<file path="src/rtl/serial_frame_receiver.sv">
// serial_frame_receiver: reassembles start-bit framed serial words (MSB first)
// sampled on SerialEn strobes into a one-entry valid/ready holding register.
// Optional even-parity checking is compiled in with `define PARITY_CHECK_EN.
module serial_frame_receiver #(
  parameter int WIDTH = 4
) (
  input  logic             Clk,
  input  logic             Reset,
  input  logic             SerialIn,
  input  logic             SerialEn,
  input  logic             DataReady,
  input  logic             ClearErr,
  output logic [WIDTH-1:0] DataOut,
  output logic             DataValid,
  output logic             Busy,
  output logic             Overrun,
  output logic             ParityErr
);

  localparam int CW = $clog2(WIDTH + 1);

  typedef enum logic [1:0] {
    IDLE   = 2'd0,
    SHIFT  = 2'd1,
    PARITY = 2'd2
  } state_t;

  state_t           state_q, state_d;
  logic [WIDTH-1:0] shift_q, shift_d;
  logic [CW-1:0]    cnt_q, cnt_d;
  logic [WIDTH-1:0] data_q, data_d;
  logic             valid_q, valid_d;
  logic             overrun_q, overrun_d;
  logic             perr_q, perr_d;

  logic             deliver;
  logic             accept;
  logic [WIDTH-1:0] word;

  // Next-state logic: frame FSM on strobes, handshake and error clearing every edge
  always_comb begin
    state_d   = state_q;
    shift_d   = shift_q;
    cnt_d     = cnt_q;
    data_d    = data_q;
    valid_d   = valid_q;
    overrun_d = overrun_q;
    perr_d    = perr_q;
    deliver   = 1'b0;
    word      = shift_q;
    accept    = valid_q & DataReady;

    if (accept) begin
      valid_d = 1'b0;
    end

    // clearing happens first so an error raised on the same edge wins
    if (ClearErr) begin
      overrun_d = 1'b0;
      perr_d    = 1'b0;
    end

    if (SerialEn) begin
      case (state_q)
        IDLE: begin
          cnt_d = '0;
          if (SerialIn) begin
            state_d = SHIFT;
          end
        end
        SHIFT: begin
          shift_d = {shift_q[WIDTH-2:0], SerialIn};
          cnt_d   = cnt_q + 1'b1;
          if (cnt_q == CW'(WIDTH - 1)) begin
`ifdef PARITY_CHECK_EN
            state_d = PARITY;
`else
            deliver = 1'b1;
            word    = shift_d;
            state_d = IDLE;
            cnt_d   = '0;
`endif
          end
        end
`ifdef PARITY_CHECK_EN
        PARITY: begin
          deliver = 1'b1;
          word    = shift_q;
          if (^{shift_q, SerialIn}) begin
            perr_d = 1'b1;
          end
          state_d = IDLE;
          cnt_d   = '0;
        end
`endif
        default: begin
          state_d = IDLE;
          cnt_d   = '0;
        end
      endcase
    end

    // a finished word lands only if the holding slot is free or leaving now
    if (deliver) begin
      if (!valid_q || accept) begin
        data_d  = word;
        valid_d = 1'b1;
      end else begin
        overrun_d = 1'b1;
      end
    end
  end

  // State register with synchronous reset; reset drops any partial frame
  always_ff @(posedge Clk) begin
    if (Reset) begin
      state_q   <= IDLE;
      shift_q   <= '0;
      cnt_q     <= '0;
      data_q    <= '0;
      valid_q   <= 1'b0;
      overrun_q <= 1'b0;
      perr_q    <= 1'b0;
    end else begin
      state_q   <= state_d;
      shift_q   <= shift_d;
      cnt_q     <= cnt_d;
      data_q    <= data_d;
      valid_q   <= valid_d;
      overrun_q <= overrun_d;
      perr_q    <= perr_d;
    end
  end

  assign DataOut   = data_q;
  assign DataValid = valid_q;
  assign Busy      = (state_q != IDLE);
  assign Overrun   = overrun_q;
`ifdef PARITY_CHECK_EN
  assign ParityErr = perr_q;
`else
  assign ParityErr = 1'b0;
`endif

endmodule

</file>
<file path="config.mk">
export PLATFORM = sky130hd
export DESIGN_NAME = serial_frame_receiver
export DESIGN_NICKNAME = d
export VERILOG_FILES = /design/src/rtl/serial_frame_receiver.sv
export SDC_FILE = /design/constraint.sdc
export NUM_CORES = 1
export LEC_CHECK = 0
export ABC_AREA = 0
export BUFFER_PORTS_ARGS = -buffer_cell sky130_fd_sc_hd__buf_4
export CAP_MARGIN = 20
export CORE_AREA = 2 2 39 41
export CTS_CLUSTER_SIZE = 10
export DETAILED_ROUTE_END_ITERATION = 16
export DIE_AREA = 0 0 41 43
export PLACE_DENSITY = 0.62
export SYNTH_ARGS = -nofsm -noshare
export SYNTH_HDL_FRONTEND = slang
export SYNTH_SLANG_ARGS = --single-unit
</file>
<file path="constraint.sdc">
create_clock -name Clk -period 2.6 [get_ports Clk]
set_input_delay 0.52 -clock Clk [delete_from_list [all_inputs] [get_ports Clk]]
set_output_delay 0.52 -clock Clk [all_outputs]
set_load 0.005 [all_outputs]
</file>
==> run_summary.xml <==
<?xml version="1.0" encoding="UTF-8"?>
<metrics>
  <group name="grt">
    <metric name="global_route.overflow_total" unit="">0</metric>
    <metric name="groute.layer.met2.usage" unit="">0.169</metric>
    <metric name="grt_pass1_wl" unit="microns">1620</metric>
    <metric name="global_route.peak_usage_layer" unit="">met1</metric>
    <metric name="grt_pass1_vias" unit="">376</metric>
    <metric name="globalRouteMet3Util" unit="">0.0314</metric>
    <metric name="grt_start_max_net_pins" unit="">14</metric>
    <metric name="global_route.usage.total" unit="">0.140</metric>
    <metric name="antenna_found_initial" unit="">0</metric>
    <metric name="groute.layer.met1.usage" unit="">0.209</metric>
  </group>
  <group name="detailed_routing">
    <metric name="dr_total_vias" unit="">467</metric>
    <metric name="viasPerCell" unit="">5.25</metric>
    <metric name="post_route_drc" unit="">0</metric>
    <metric name="detail_route.wl_per_cell" unit="microns">11.0</metric>
    <metric name="dr.first_iter.drc_count" unit="">10</metric>
    <metric name="post_drt_antenna_nets" unit="">0</metric>
    <metric name="drt_pass_1_iters" unit="">6</metric>
    <metric name="postRouteWirelength" unit="microns">981</metric>
  </group>
  <group name="layout">
    <metric name="area_growth" unit="%">18.8</metric>
    <metric name="multi_input_gate_area_in_the_final_layout" unit="sq um">240</metric>
    <metric name="mostFrequentLayoutCell" unit="">sky130_fd_sc_hd__dfxtp_1</metric>
    <metric name="finish.instance_area" unit="sq um">641</metric>
    <metric name="share_of_the_core_filled_with_cells" unit="">0.463</metric>
    <metric name="fin_nets" unit="">81</metric>
    <metric name="drive_gt1_frac" unit="">0.205</metric>
    <metric name="count_of_filler_cells_inserted_in_the_layout" unit="">138</metric>
    <metric name="area.sequential" unit="sq um">260</metric>
    <metric name="antenna_cells" unit="">0</metric>
    <metric name="final_cell_mix" unit="">sky130_fd_sc_hd__dfxtp_1 (13), sky130_fd_sc_hd__a21oi_1 (12), sky130_fd_sc_hd__buf_4 (12)</metric>
  </group>
  <group name="timing">
    <metric name="post-route-period-util" unit="">0.577</metric>
    <metric name="final_critical_path_setup_slack" unit="ps">1100</metric>
    <metric name="finClkSkew" unit="ps">4.93</metric>
    <metric name="final_hold_viol_count" unit="">0</metric>
    <metric name="setup_repair_after_global_routing_missed_its_margin" unit="">false</metric>
    <metric name="finalMaxSlewViolations" unit="">0</metric>
    <metric name="fin_setup_tns" unit="ps">0</metric>
    <metric name="setup_viol_count_final" unit="">0</metric>
    <metric name="fmaxAchievable" unit="MHz">667</metric>
    <metric name="finalCriticalPeriod" unit="ps">1500</metric>
  </group>
  <group name="setup_path">
    <metric name="critPathMaxFanout" unit="">11</metric>
    <metric name="combined_buffer_and_inverter_count_along_the_critical_path" unit="">1</metric>
    <metric name="worst_setup_path_end_kind" unit="">primary output</metric>
    <metric name="cpPeakStageDelay" unit="ps">520</metric>
    <metric name="critical_path_arrival" unit="ps">980</metric>
    <metric name="critPathKind" unit="">reg2out</metric>
    <metric name="required" unit="ps">2080</metric>
    <metric name="cp_max_stage_cell" unit="">sky130_fd_sc_hd__dfxtp_1</metric>
    <metric name="timing.critical_path.max_delay_family" unit="">flip-flops</metric>
    <metric name="element_type_at_the_critical_path_start" unit="">flop</metric>
    <metric name="rr_startpoint" unit="">cnt_q[0]</metric>
    <metric name="critical_path.startpoint" unit="">state_q[0]</metric>
    <metric name="cells_traversed_along_the_worst_timing_path" unit="">buf_4</metric>
  </group>
  <group name="status">
    <metric name="outcome" unit="">finished, final reports clean</metric>
  </group>
  <group name="yosys">
    <metric name="yosys_warnings" unit="">0</metric>
    <metric name="ys_seq_area_frac" unit="">0.483</metric>
    <metric name="number_of_nets_in_the_synthesized_netlist" unit="">69</metric>
    <metric name="synth.largest_area_cell" unit="">sky130_fd_sc_hd__dfxtp_1</metric>
    <metric name="postSynthRegisterBits" unit="">13</metric>
    <metric name="netlist_top_cells_area" unit="">sky130_fd_sc_hd__dfxtp_1 (48%), sky130_fd_sc_hd__a21oi_1 (11%), sky130_fd_sc_hd__nand3_1 (6.5%), sky130_fd_sc_hd__nand2b_1 (4.6%), sky130_fd_sc_hd__o21ai_0 (4.6%)</metric>
    <metric name="count_of_mapped_cells_out_of_synthesis" unit="">62</metric>
    <metric name="postSynth.topFlopCell" unit="">sky130_fd_sc_hd__dfxtp_1</metric>
    <metric name="synth-edff-count" unit="">0</metric>
    <metric name="post_synth.cell_area_avg" unit="sq um">8.70</metric>
    <metric name="ys_types" unit="">20</metric>
    <metric name="synth_top_cell_area_share" unit="">0.483</metric>
    <metric name="synthArstFlopShare" unit="">0</metric>
    <metric name="area_of_the_mapped_netlist" unit="sq um">539</metric>
  </group>
  <group name="power_and_ir_drop">
    <metric name="post-layout-total-power" unit="mW">0.349</metric>
    <metric name="p_per_area" unit="nW/um^2">545</metric>
    <metric name="power.internal" unit="mW">0.270</metric>
    <metric name="seq_power_share" unit="">0.587</metric>
    <metric name="power.switching_fraction" unit="">0.226</metric>
    <metric name="power_leakage" unit="nW">0.248</metric>
    <metric name="maximum_vdd_ir_drop" unit="mV">0.247</metric>
    <metric name="share_comb_of_total_power" unit="">0.054</metric>
    <metric name="clock_power_share" unit="">0.359</metric>
    <metric name="power_switching" unit="mW">0.0789</metric>
  </group>
  <group name="clocking">
    <metric name="h-tree-depth" unit="">1</metric>
    <metric name="number_of_buffers_added_to_fix_hold_violations_after_cts" unit="">0</metric>
    <metric name="clk_pin_slew_worst_paths" unit="ps">80</metric>
    <metric name="clk_root_buffer_cell" unit="">sky130_fd_sc_hd__clkbuf_4</metric>
    <metric name="clk_latency" unit="ps">280</metric>
    <metric name="tritoncts_clock_tree" unit="">done</metric>
    <metric name="clockBufferDepth" unit="">2</metric>
    <metric name="numCtsBuffers" unit="">3</metric>
    <metric name="postCtsResizedCells" unit="">0</metric>
    <metric name="clock_sinks" unit="">13</metric>
    <metric name="cts.repair_timing.setup_buffer_count" unit="">0</metric>
  </group>
  <group name="hold_path">
    <metric name="timing.hold.worst.start" unit="">shift_q[2]</metric>
    <metric name="min-delay-path-class" unit="">reg2reg</metric>
  </group>
  <group name="placement">
    <metric name="dpl_cell_area" unit="sq um">614</metric>
    <metric name="place_congestion" unit="">0.808</metric>
    <metric name="placement.setup.worst_slack" unit="ps">1330</metric>
    <metric name="dp_hpwl" unit="microns">694</metric>
    <metric name="port_buffers" unit="">12</metric>
  </group>
  <group name="die">
    <metric name="fp.coreArea" unit="sq um">1380</metric>
    <metric name="die_h" unit="microns">43</metric>
    <metric name="io_pins" unit="">14</metric>
    <metric name="floorplan.initialDensity" unit="">0.390</metric>
    <metric name="die_area" unit="sq um">1760</metric>
    <metric name="die_wd" unit="microns">41</metric>
    <metric name="fp-row-count" unit="">14</metric>
  </group>
  <group name="run">
    <metric name="max-cap-violations" unit="">0</metric>
  </group>
</metrics>
## cell type report
class                   count  area share
clock buffers               4      0.0410
multi-input cells          43       0.375
repair buffers             12       0.141
flip-flops and latches     13       0.406
inverters                   1     0.00586
well taps                  16      0.0313
## registers in the layout, indices dropped and copies added (netlist names)
register / count
cnt_q: 3
state_q: 1
Overrun: 1
DataValid: 1
DataOut: 4
shift_q: 3
## power groups by stage
| stage | Sequential [mW] | Clock (mW) | Combinational [mW] |
|---|---|---|---|
| after global routing | 0.206 | 0.135 | 0.0213 |
| after detailed placement | 0.210 | 0 | 0.0190 |
| after floorplan | 0.208 | 0 | 0.0140 |
| after CTS | 0.205 | 0.127 | 0.0189 |
| after global placement | 0.210 | 0 | 0.0186 |
| final | 0.205 | 0.125 | 0.0188 |
## cell usage after synthesis (all sizes together) (2+ instances only)
cell type  count
o21ai          5
nor2b          2
buf            4
dfxtp         13
nand2          4
a21oi         12
nand3          7
nand2b         4
nand4b         2
## path summary, 6_finish.rpt
kind	endpoint	slack (ps)	cells after the start
worst max-delay path	Busy	1100	1
worst min-delay path	shift_q[2]	460	2
worst max register to register	DataOut[3]	1390	4
worst min register to register	shift_q[2]	460	2
## metrics by stage
step / hold slack [ps] / instances
CTS: 461 / 89
global placement: 447 / 85
floorplan: 437 / 62
detailed placement: 449 / 85
global route: 501 / 89
finish: 459 / 89
## cell families after synthesis
group	count (synthesis)	synth area share
AOI/OAI and AO/OA	17	0.158
adders and majority gates	1	0.0232
buffers and inverters	6	0.0719
DFF	13	0.483
other	1	0.00695
and+or+nand+nor	24	0.258
## metal layers
layer	routed length (microns)	up-vias
met5	0	-
met4	34	0
met3	82	5
met2	425	22
met1	439	205
li1	-	235
No activity file was read; power rests on OpenSTA's default activity.
